$ cat config.mk
export PLATFORM = sky130hd
export DESIGN_NAME = ldpc_cn_minacc
export DESIGN_NICKNAME = d
export VERILOG_FILES = /design/src/rtl/ldpc_cn_minacc.sv
export SDC_FILE = /design/constraint.sdc
export NUM_CORES = 1
export LEC_CHECK = 0
export BUFFER_PORTS_ARGS = -buffer_cell sky130_fd_sc_hd__buf_2
export CORE_MARGIN = 1
export CORE_UTILIZATION = 60
export DETAILED_ROUTE_END_ITERATION = 8
export PLACE_DENSITY = 0.86
export SETUP_SLACK_MARGIN = 0.5
export SYNTH_ARGS = -nofsm -noshare
export SYNTH_HDL_FRONTEND = slang
export SYNTH_SLANG_ARGS = --single-unit
$ cat constraint.sdc
create_clock -name clk_i -period 11.45 [get_ports clk_i]
set_input_delay 2.29 -clock clk_i [delete_from_list [all_inputs] [get_ports clk_i]]
set_output_delay 2.29 -clock clk_i [all_outputs]
set_load 0.1 [all_outputs]
$ cat src/rtl/ldpc_cn_minacc.sv
// LDPC check-node min-finder: folds saturated per-lane A+/-B beats into min1/min2/idx1 per frame.
// Handshake: a beat or result transfers only on a rising edge where valid & ready are both 1.
`timescale 1ns/1ps
module ldpc_cn_minacc #(
  parameter int Q       = 8,
  parameter int SIMD    = 4,
  parameter int MAX_DEG = 16,
  parameter int SAT_MAX = 63,
  localparam int IW     = $clog2(MAX_DEG)
) (
  input  logic                clk_i,
  input  logic                rst_i,
  input  logic                in_valid_i,
  output logic                in_ready_o,
  input  logic [Q*SIMD-1:0]   in_a_i,
  input  logic [Q*SIMD-1:0]   in_b_i,
  input  logic                in_sub_i,
  input  logic                in_last_i,
  output logic                out_valid_o,
  input  logic                out_ready_i,
  output logic [Q*SIMD-1:0]   min1_o,
  output logic [Q*SIMD-1:0]   min2_o,
  output logic [IW*SIMD-1:0]  idx1_o,
  output logic [IW:0]         deg_o,
  output logic                err_o
);

  typedef enum logic [1:0] {S_IDLE, S_ACC, S_OUT} state_t;

  localparam logic signed [Q:0]   SAT_HI   = (Q+1)'(SAT_MAX);
  localparam logic signed [Q:0]   SAT_LO   = (Q+1)'(-SAT_MAX);
  localparam logic signed [Q-1:0] SAT_Q    = Q'(SAT_MAX);
  localparam logic [IW:0]         LAST_IDX = (IW+1)'(MAX_DEG-1);

  // state_q is the observable FSM state for bound checkers
  state_t state_q, state_d;

  logic signed [Q-1:0] sat_v  [SIMD];
  logic signed [Q-1:0] min1_q [SIMD];
  logic signed [Q-1:0] min2_q [SIMD];
  logic [IW-1:0]       idx1_q [SIMD];
  logic [IW:0]         cnt_q;
  logic                err_q;

  logic accept, close_beat, out_fire;

  assign in_ready_o  = (state_q != S_OUT);
  assign out_valid_o = (state_q == S_OUT);
  assign accept      = in_valid_i & in_ready_o;
  assign close_beat  = accept & (in_last_i | (cnt_q == LAST_IDX));
  assign out_fire    = out_valid_o & out_ready_i;

  // One extra bit of headroom keeps A+/-B exact before clamping
  always_comb begin : sat_calc
    logic signed [Q:0] a_x, b_x, v;
    a_x = '0;
    b_x = '0;
    v   = '0;
    for (int i = 0; i < SIMD; i++) begin
      a_x = $signed({in_a_i[i*Q+Q-1], in_a_i[i*Q +: Q]});
      b_x = $signed({in_b_i[i*Q+Q-1], in_b_i[i*Q +: Q]});
      v   = in_sub_i ? (a_x - b_x) : (a_x + b_x);
      if (v > SAT_HI)      sat_v[i] = SAT_Q;
      else if (v < SAT_LO) sat_v[i] = -SAT_Q;
      else                 sat_v[i] = v[Q-1:0];
    end
  end

  always_comb begin : fsm_next
    state_d = state_q;
    case (state_q)
      S_IDLE, S_ACC: if (accept) state_d = close_beat ? S_OUT : S_ACC;
      S_OUT:         if (out_ready_i) state_d = S_IDLE;
      default:       state_d = S_IDLE;
    endcase
  end

  // Accumulators double as result registers; they are re-armed when the result is taken
  always_ff @(posedge clk_i) begin
    if (rst_i) begin
      state_q <= S_IDLE;
      cnt_q   <= '0;
      err_q   <= 1'b0;
      for (int i = 0; i < SIMD; i++) begin
        min1_q[i] <= SAT_Q;
        min2_q[i] <= SAT_Q;
        idx1_q[i] <= '0;
      end
    end else begin
      state_q <= state_d;
      if (out_fire) begin
        cnt_q <= '0;
        err_q <= 1'b0;
        for (int i = 0; i < SIMD; i++) begin
          min1_q[i] <= SAT_Q;
          min2_q[i] <= SAT_Q;
          idx1_q[i] <= '0;
        end
      end else if (accept) begin
        cnt_q <= cnt_q + 1'b1;
        if (close_beat) err_q <= ~in_last_i;
        for (int i = 0; i < SIMD; i++) begin
          if (sat_v[i] < min1_q[i]) begin
            min2_q[i] <= min1_q[i];
            min1_q[i] <= sat_v[i];
            idx1_q[i] <= cnt_q[IW-1:0];
          end else if (sat_v[i] < min2_q[i]) begin
            min2_q[i] <= sat_v[i];
          end
        end
      end
    end
  end

  always_comb begin : pack_out
    min1_o = '0;
    min2_o = '0;
    idx1_o = '0;
    for (int i = 0; i < SIMD; i++) begin
      min1_o[i*Q +: Q]   = min1_q[i];
      min2_o[i*Q +: Q]   = min2_q[i];
      idx1_o[i*IW +: IW] = idx1_q[i];
    end
  end

  assign deg_o = cnt_q;
  assign err_o = err_q;

endmodule

# After elaboration in Yosys (flattened, before gate mapping)
# Memories as Yosys holds them, arrays and structs flattened.
# Index checks and enable logic that the tools add are counted.
# Widths: inputs -> output; s select.
# word_totals
mem_bits_rw	80
ff_bits	8
memories	3
inputBits	70
out_inout_bits	88
wordCells	168
# memory_table
name	depth	width	read_ports	rd_ports_with_merged_regs	write_ports	line_no	rtl
min1_q	4	8	4	0	4	39	logic signed [Q-1:0] min1_q [SIMD];
min2_q	4	8	4	0	4	40	logic signed [Q-1:0] min2_q [SIMD];
idx1_q	4	4	4	0	4	41	logic [IW-1:0] idx1_q [SIMD];
# op_classes
addsub	9
reduce_logical	5
order_cmp	16
eq_ne	6
muxes	93
bitwise_logic	33
# op_table
cell	n
$mux 8	28
$lt 8x8->1	8
$mux 1	49
$add 8x8->9	4
$gt 9x7->1 const B	4
$lt 9x7->1 const B	4
$mux 9	4
$sub 8x8->9	4
$mux 4	8
$or 1x1->1	29
$mux 2	3
$add 5x1->5 const B	1
$eq 5x4->1 const B	1
$ne 2x2->1 const B	2
$pmux 2 s2	1
$reduce_and 2->1	2
$reduce_or 2->1	2
$and 1x1->1	3
$eq 2x1->1 const B	1
$eq 2x2->1 const B	1
$logic_not 2->1	1
$ne 2x1->1 const B	1
$not 1->1	1

# Logic depth before layout (Yosys ltp)
# Gate-level depths: netlist (run 1).
# depth
depth_word	13
mapped_depth	26
mapped_depth_nobuf	24

# Worst setup path before layout (run 1)
# No wires, ideal clock.
# synth_timing
path_kind	input -> register
start	input port in_sub_i
end	memory idx1_q[3][0] in the netlist's numbering, enable pin
n_path_buf	4
path_stages	23
setup_ps	351
arrival_ps	7084
t_required_ps	11099
slack_ps	4016
cell_sequence	buf_4 -> clkbuf_1 -> buf_1 -> nor2_1 -> xnor2_1 -> ha_1 -> nor2b_1 -> o21ai_0 -> a21oi_1 -> o41a_1 -> xor2_1 -> buf_2 -> o21ai_0 -> a21boi_0 -> inv_1 -> ha_1 -> a21oi_1 -> o22ai_1 -> or4b_2 -> a22o_1 -> a31oi_1 -> nand2_1 -> nand2_1
# synth_lines
element	line_no	rtl
from (decl)	17	input logic in_sub_i,
to (decl)	41	

==> results.json, run 1 <==
{
  "synthArstFlopShare_pct": 0,
  "clock_latency_ns": 0.35,
  "antennaDiodeCount": 0,
  "crit_top_cell": "nand2_1",
  "wl_per_cell_microns": 15.48,
  "vdd_drop_max_mv": 0.1346,
  "cts_buffers": 9,
  "port_buffers": 157,
  "min_period_over_period_pct": 69.14,
  "hold_class": "reg2reg",
  "cts-root-buf": "clkbuf_16",
  "slew-limit-headroom_pct": 46.93,
  "tightest_slew_ns": 0.7944,
  "rsz0062_at_grt": "no",
  "die_h_microns": 115.6,
  "dp_hpwl_microns": 15140,
  "clkTransAtPathRegs_ns": 0.06,
  "postRouteAntennaNets": 0,
  "drt_wl_total_microns": 18870,
  "syn_inst": 890,
  "report.final.slew_viol_count": 0,
  "yosys_warnings": 0,
  "pre_cts_ws_ns": 3.278,
  "cp_cell_sequence": "buf_2, mux2_2, fa_1, nor2b_1, o21ai_0, a21oi_1, o41a_1, xor2_1, inv_1, nand2_1, a21boi_0, inv_1, ha_1, a21oi_1, o22ai_1, or4b_2, a22o_1, a31oi_1, nand2_1, nand2_1",
  "synth-main-ff-cell": "edfxtp_1",
  "cts_setup_buffers": 0,
  "hold_violations": 0,
  "drt-initial-drc-count": 513,
  "fmax_mhz": 126.3,
  "seq_area_sq_um": 2442,
  "crit_path_start_kind": "input port",
  "grt_use_total_pct": 29.18,
  "cp_top_family": "simple AND/OR/NAND/NOR gates",
  "die_area_sq_um": 13360,
  "setup_slack_ns": 3.533,
  "drive_above_1_share_pct": 19.68,
  "worst-path-stages": 20,
  "period_needed_ns": 7.917,
  "nNetsFinal": 1210,
  "numClockSinks": 88,
  "critPathSlowestCell": "or4b_2",
  "fin_setup_tns_ns": 0,
  "num_vias": 7050,
  "slowest_delay_ns": 0.61,
  "hold_depth": 1,
  "drc_errors": 0,
  "cts_max_level": 3,
  "start_util_pct": 61.34,
  "hold_buffers": 0,
  "grt_pass1_wl_microns": 30440,
  "fill_cells": 1027,
  "crit_buf_inv": 3,
  "place.gp.congestion": 0.9062,
  "io_pins": 158,
  "grt_pass1_vias": 6638,
  "dr.pass1.iters": 5,
  "ys_seq_area_share_pct": 31.55,
  "grt-ovfl-total": 0,
  "grt_antenna_before_repair": 0,
  "path_class": "in2reg",
  "multi_input_area_sq_um": 4741,
  "avgSynthCellArea_sq_um": 8.698,
  "powerDensity_nw_per_um2": 182.1,
  "coreArea_sq_um": 12620,
  "fp.dieW_microns": 115.6,
  "maxCapViolCount": 0,
  "ctsResizeCount": 0,
  "mostFrequentLayoutCell": "buf_2",
  "end_kind": "flop",
  "r2r_cells": 9,
  "clk_path_buf_depth": 2,
  "ys_seq_elements": 88,
  "crit_path_max_fanout": 38,
  "synth_nets": 1058,
  "skew_ns": 0.005545,
  "required_ns": 11.44,
  "power.leakage_nw": 4.189,
  "rows": 41,
  "vias_per_cell": 5.783,
  "areaGrowthSynthToFinish_pct": 15.56,
  "cp.arrival_ns": 7.90,
  "ys_types": 81,
  "synth_edf_count": 68,
  "netlist_area_sq_um": 7741,
  "cts_tree": "done",
  "grt_max_degree": 39,
  "setup_violations": 0,
  "status": "finished clean",
  "layout_common_cells": "157 x buf_2, 122 x inv_1, 101 x nor2_1"
}
[sequential cells by signal, indices dropped and copies added, names as in the netlist]
register  cells
idx1_q       16
deg_o         5
min1_q       32
err_o         1
state_q       2
min2_q       32
[metal layers]
layer	share of wire (%)	wire (microns)	track usage [%]	up-vias
li1	-	-	-	3498
met1	42	7833	34.59	3282
met2	50	9502	52.02	234
met3	5.8	1086	5.962	36
met4	2.4	446	10.91	0
met5	0	0	0	-
[path summary, 6_finish.rpt]
path	to	slack [ns]	from
max	idx1_q[3][0]$_SDFFCE_PN0P_	3.53	in_sub_i
min	state_q[0]$_SDFFE_PP0P_	0.45	state_q[1]$_SDFFE_PP0P_
max reg2reg	idx1_q[3][0]$_SDFFCE_PN0P_	8.27	min1_q[3][5]$_SDFFCE_PN1P_
min reg2reg	state_q[0]$_SDFFE_PP0P_	0.45	state_q[1]$_SDFFE_PP0P_
[worst register-to-register path, cell delays in order, from the launching register on]
cell	delay (ns)
edfxtp_1	0.42
inv_1	0.13
ha_1	0.25
a21oi_1	0.15
o22ai_1	0.08
or4b_2	0.61
a22o_1	0.20
a31oi_1	0.22
nand2_1	0.24
nand2_1	0.51
[cells in the mapped netlist (9+ instances only)]
master / number / share of area [%]
xnor2_1: 39 / 4.4
inv_1: 122 / 5.9
nor2_1: 101 / 4.9
a211oi_1: 12 / 1.2
nand2b_1: 22 / 1.8
o21ai_0: 45 / 2.9
edfxtp_1: 68 / 26
a31oi_1: 17 / 1.4
nor2b_1: 16 / 1.3
a21oi_1: 58 / 3.7
a21o_1: 17 / 1.6
o21a_1: 10 / 0.97
nor3_1: 18 / 1.2
nand3_1: 26 / 1.7
ha_1: 94 / 15
nand2_1: 37 / 1.8
xor2_1: 13 / 1.5
nand4_1: 9 / 0.73
a22oi_1: 10 / 0.97
dfxtp_1: 20 / 5.2
[power breakdown]
group	switching [mW]	total (mW)	internal, mW
logic	0.664	0.936	0.272
clock network	0.132	0.282	0.150
registers	0.0190	0.411	0.392
[layout make-up]
cell class | count | share of cell area [%]
well taps | 172 | 2.406
clock inverters | 7 | 0.5874
inverters | 123 | 5.161
repair buffers | 160 | 9.035
clock buffers | 9 | 2.517
multi-input cells | 660 | 52.99
flip-flops and latches | 88 | 27.30
[logic make-up after synthesis]
group / share of synthesized area (%)
and+or+nand+nor: 18.76
AOI/OAI and AO/OA: 19.40
buffers and inverters: 7.209
adders and majority gates: 16.23
DFF: 31.55
xor gates and xnor gates: 5.883
muxes: 0.9697
[per-stage QoR]
stage | cells | utilization [%] | cell area [sq um] | hold WS (ns) | total power [mW]
2_1_floorplan | 890 | - | 7741 | 0.4222 | 1.157
3_3_place_gp | 1203 | 68.69 | 8668 | 0.4352 | 1.313
3_5_place_dp | 1203 | 68.69 | 8668 | 0.4448 | 1.339
4_1_cts | 1219 | 70.89 | 8946 | 0.4537 | 1.622
5_1_grt | 1219 | 70.89 | 8946 | 0.4733 | 1.733
6_report | 1219 | 70.89 | 8946 | 0.4496 | 1.629
Note: power is estimated with default switching activity, not from simulation.
==> run 2: changes to the inputs <==
--- a/config.mk
+++ b/config.mk
@@ -7,9 +7,9 @@
 export LEC_CHECK = 0
 export BUFFER_PORTS_ARGS = -buffer_cell sky130_fd_sc_hd__buf_2
 export CORE_MARGIN = 1
-export CORE_UTILIZATION = 60
+export CORE_UTILIZATION = 57
 export DETAILED_ROUTE_END_ITERATION = 8
-export PLACE_DENSITY = 0.86
+export PLACE_DENSITY = 0.82
 export SETUP_SLACK_MARGIN = 0.5
 export SYNTH_ARGS = -nofsm -noshare
 export SYNTH_HDL_FRONTEND = slang
==> constraint.sdc (replaced) <==
create_clock -name clk_i -period 7.4 [get_ports clk_i]
set_input_delay 1.48 -clock clk_i [delete_from_list [all_inputs] [get_ports clk_i]]
set_output_delay 1.48 -clock clk_i [all_outputs]
set_load 0.1 [all_outputs]
==> run 2 against run 1 <==
Sequential power rose by 55%. Global-route usage fell by 1.5 points. Total power rose by 56%. Sequential share of layout area fell by 0.28 points. Clock power rose by 60%. Clock skew barely moved. Count of clock-buffer cells in the layout rose by 1. Hold slack improved by 0.0027 ns. Flip-flop and latch count did not move. Critical endpoint is now min2_q[3][4]$_SDFFCE_PN1P_. Largest cell class unchanged.
==> results.json, run 2 (synthesis gave the netlist of run 1 again) <==
{
  "tightest_slew_ns": 0.7363,
  "num_vias": 7053,
  "power.internal_mw": 1.286,
  "crit_path_max_fanout": 8,
  "cp.arrival_ns": 6.50,
  "largestRegisters": "min1_q x32, min2_q x32, idx1_q x16",
  "vias_per_cell": 5.734,
  "fp.dieW_microns": 118.5,
  "cts_buffers": 9,
  "grt-ovfl-total": 0,
  "hold_depth": 1,
  "clkTransAtPathRegs_ns": 0.07,
  "layout_common_cells": "157 x buf_2, 122 x inv_1, 101 x nor2_1",
  "clock_latency_ns": 0.34,
  "power.switching_mw": 1.260,
  "areaGrowthSynthToFinish_pct": 16.78,
  "drc_errors": 0,
  "mostFrequentLayoutCell": "buf_2",
  "path_class": "in2reg",
  "reg2reg_from": "min1_q[3][5]$_SDFFCE_PN1P_",
  "period_needed_ns": 6.504,
  "drt-initial-drc-count": 553,
  "fmax_mhz": 153.7,
  "nNetsFinal": 1217,
  "report.final.slew_viol_count": 0,
  "grt_use_total_pct": 27.72,
  "p_seq_share_pct": 25.0,
  "wl_per_cell_microns": 15.41,
  "place.gp.congestion": 0.9166,
  "grt_pass1_wl_microns": 31370,
  "placedCellCount": 1214,
  "r2r_cells": 9,
  "power.leakage_nw": 4.231,
  "setup_violations": 0,
  "hold_start": "state_q[1]$_SDFFE_PP0P_",
  "dr.pass1.iters": 6,
  "final_core_util_pct": 68.26,
  "clk_path_buf_depth": 2,
  "numClockSinks": 88,
  "hold_buffers": 0,
  "ctsResizeCount": 0,
  "slew-limit-headroom_pct": 50.81,
  "fill_cells": 1139,
  "grt_max_degree": 21,
  "die_h_microns": 118.5,
  "end_kind": "flop",
  "drive_above_1_share_pct": 20.49,
  "drt_wl_total_microns": 18950,
  "coreArea_sq_um": 13240,
  "swShare_pct": 49.49,
  "reg2reg_slack_ns": 4.36,
  "port_buffers": 157,
  "min_period_over_period_pct": 87.89,
  "power_frac_comb_pct": 57.2,
  "die_area_sq_um": 14050,
  "cts_tree": "done",
  "cts-root-buf": "clkbuf_16",
  "vdd_drop_max_mv": 0.2428,
  "hold_violations": 0,
  "required_ns": 7.40,
  "grt_pass1_vias": 6620,
  "grt_antenna_before_repair": 0,
  "antennaDiodeCount": 0,
  "holdPathEnd": "state_q[0]$_SDFFE_PP0P_",
  "crit_path_start_kind": "input port",
  "io_pins": 158,
  "fin_setup_tns_ns": 0,
  "maxCapViolCount": 0,
  "powerDensity_nw_per_um2": 281.5,
  "start_util_pct": 58.46,
  "hold_class": "reg2reg",
  "fin_cells": 1230,
  "clkPwrFrac_pct": 17.8,
  "regToRegEndpoint": "min2_q[3][4]$_SDFFCE_PN1P_",
  "cts_max_level": 3,
  "status": "finished clean",
  "dp_hpwl_microns": 15360,
  "rsz0062_at_grt": "no",
  "cts_setup_buffers": 0,
  "postRouteAntennaNets": 0,
  "rows": 42,
  "skew_ns": 0.005423
}
==> run 2: worst max path at each step <==
stage | depth (start not counted) | start | slack [ns] | end
3_3_place_gp | 21 | in_b_i[24] | 0.66 | idx1_q[3][3]$_SDFFCE_PN0P_
5_1_grt | 18 | in_b_i[8] | 0.51 | min2_q[1][0]$_SDFFCE_PP1P_
6_report | 22 | in_b_i[24] | 0.90 | min2_q[3][4]$_SDFFCE_PN1P_
3_5_place_dp | 22 | in_b_i[24] | 0.43 | idx1_q[3][3]$_SDFFCE_PN0P_
2_1_floorplan | 23 | in_sub_i | 0.78 | idx1_q[3][0]$_SDFFCE_PN0P_
4_1_cts | 22 | in_b_i[24] | 0.78 | min1_q[3][0]$_SDFFCE_PN1P_
==> run 2: cell type report <==
cell class / instances / area [sq um] / share of cell area, %
clock inverter: 6 / 51.30 / 0.5675
inverter: 123 / 461.7 / 5.107
clock buffer: 10 / 250.2 / 2.768
sequential: 88 / 2442 / 27.02
tap: 176 / 220.2 / 2.436
timing repair buffer: 167 / 860.8 / 9.522
multi-input combinational: 660 / 4753 / 52.58
==> run 2: power groups by stage <==
stage / sequential [mW] / clock (mW) / combinational, mW
floorplan: 1.01 / 0 / 0.778
global placement: 0.645 / 0 / 1.40
global route: 0.642 / 0.477 / 1.59
finish: 0.637 / 0.452 / 1.46
detailed placement: 0.647 / 0 / 1.43
CTS: 0.637 / 0.455 / 1.44
==> run 2: through the flow <==
step           total power [mW]  setup slack [ns]  hold WS (ns)  instance area (sq um)
3_3_place_gp              2.049            0.6602        0.4396                   8726
2_1_floorplan             1.790            0.7755        0.4222                   7741
4_1_cts                   2.533            0.7796        0.4625                   9027
6_report                  2.545            0.8958        0.4522                   9040
5_1_grt                   2.709            0.5121        0.5135                   9040
3_5_place_dp              2.082            0.4294        0.4534                   8726
==> run 2: layer usage <==
| metal | vias to the layer above | global-route usage (%) | wire length (microns) |
|---|---|---|---|
| met2 | 248 | 48.03 | 9404 |
| met4 | 0 | 8.228 | 469 |
| met5 | - | 0 | 0 |
| li1 | 3501 | - | - |
| met1 | 3267 | 35.03 | 8012 |
| met3 | 37 | 5.068 | 1064 |
==> run 2: critical path, cell delays in order <==
cell      delay [ns]
buf_2           0.12
inv_1           0.06
ha_1            0.15
nor3b_1         0.31
nor2_1          0.09
xnor2_1         0.14
ha_1            0.32
o21ai_0         0.09
a21oi_1         0.28
mux2i_1         0.22
o211ai_1        0.23
o21ai_0         0.33
a21boi_1        0.33
inv_1           0.12
ha_1            0.31
a21oi_1         0.16
o22ai_1         0.10
or4b_2          0.60
a22o_1          0.19
a31oi_1         0.26
nand2_1         0.17
nand3_1         0.41
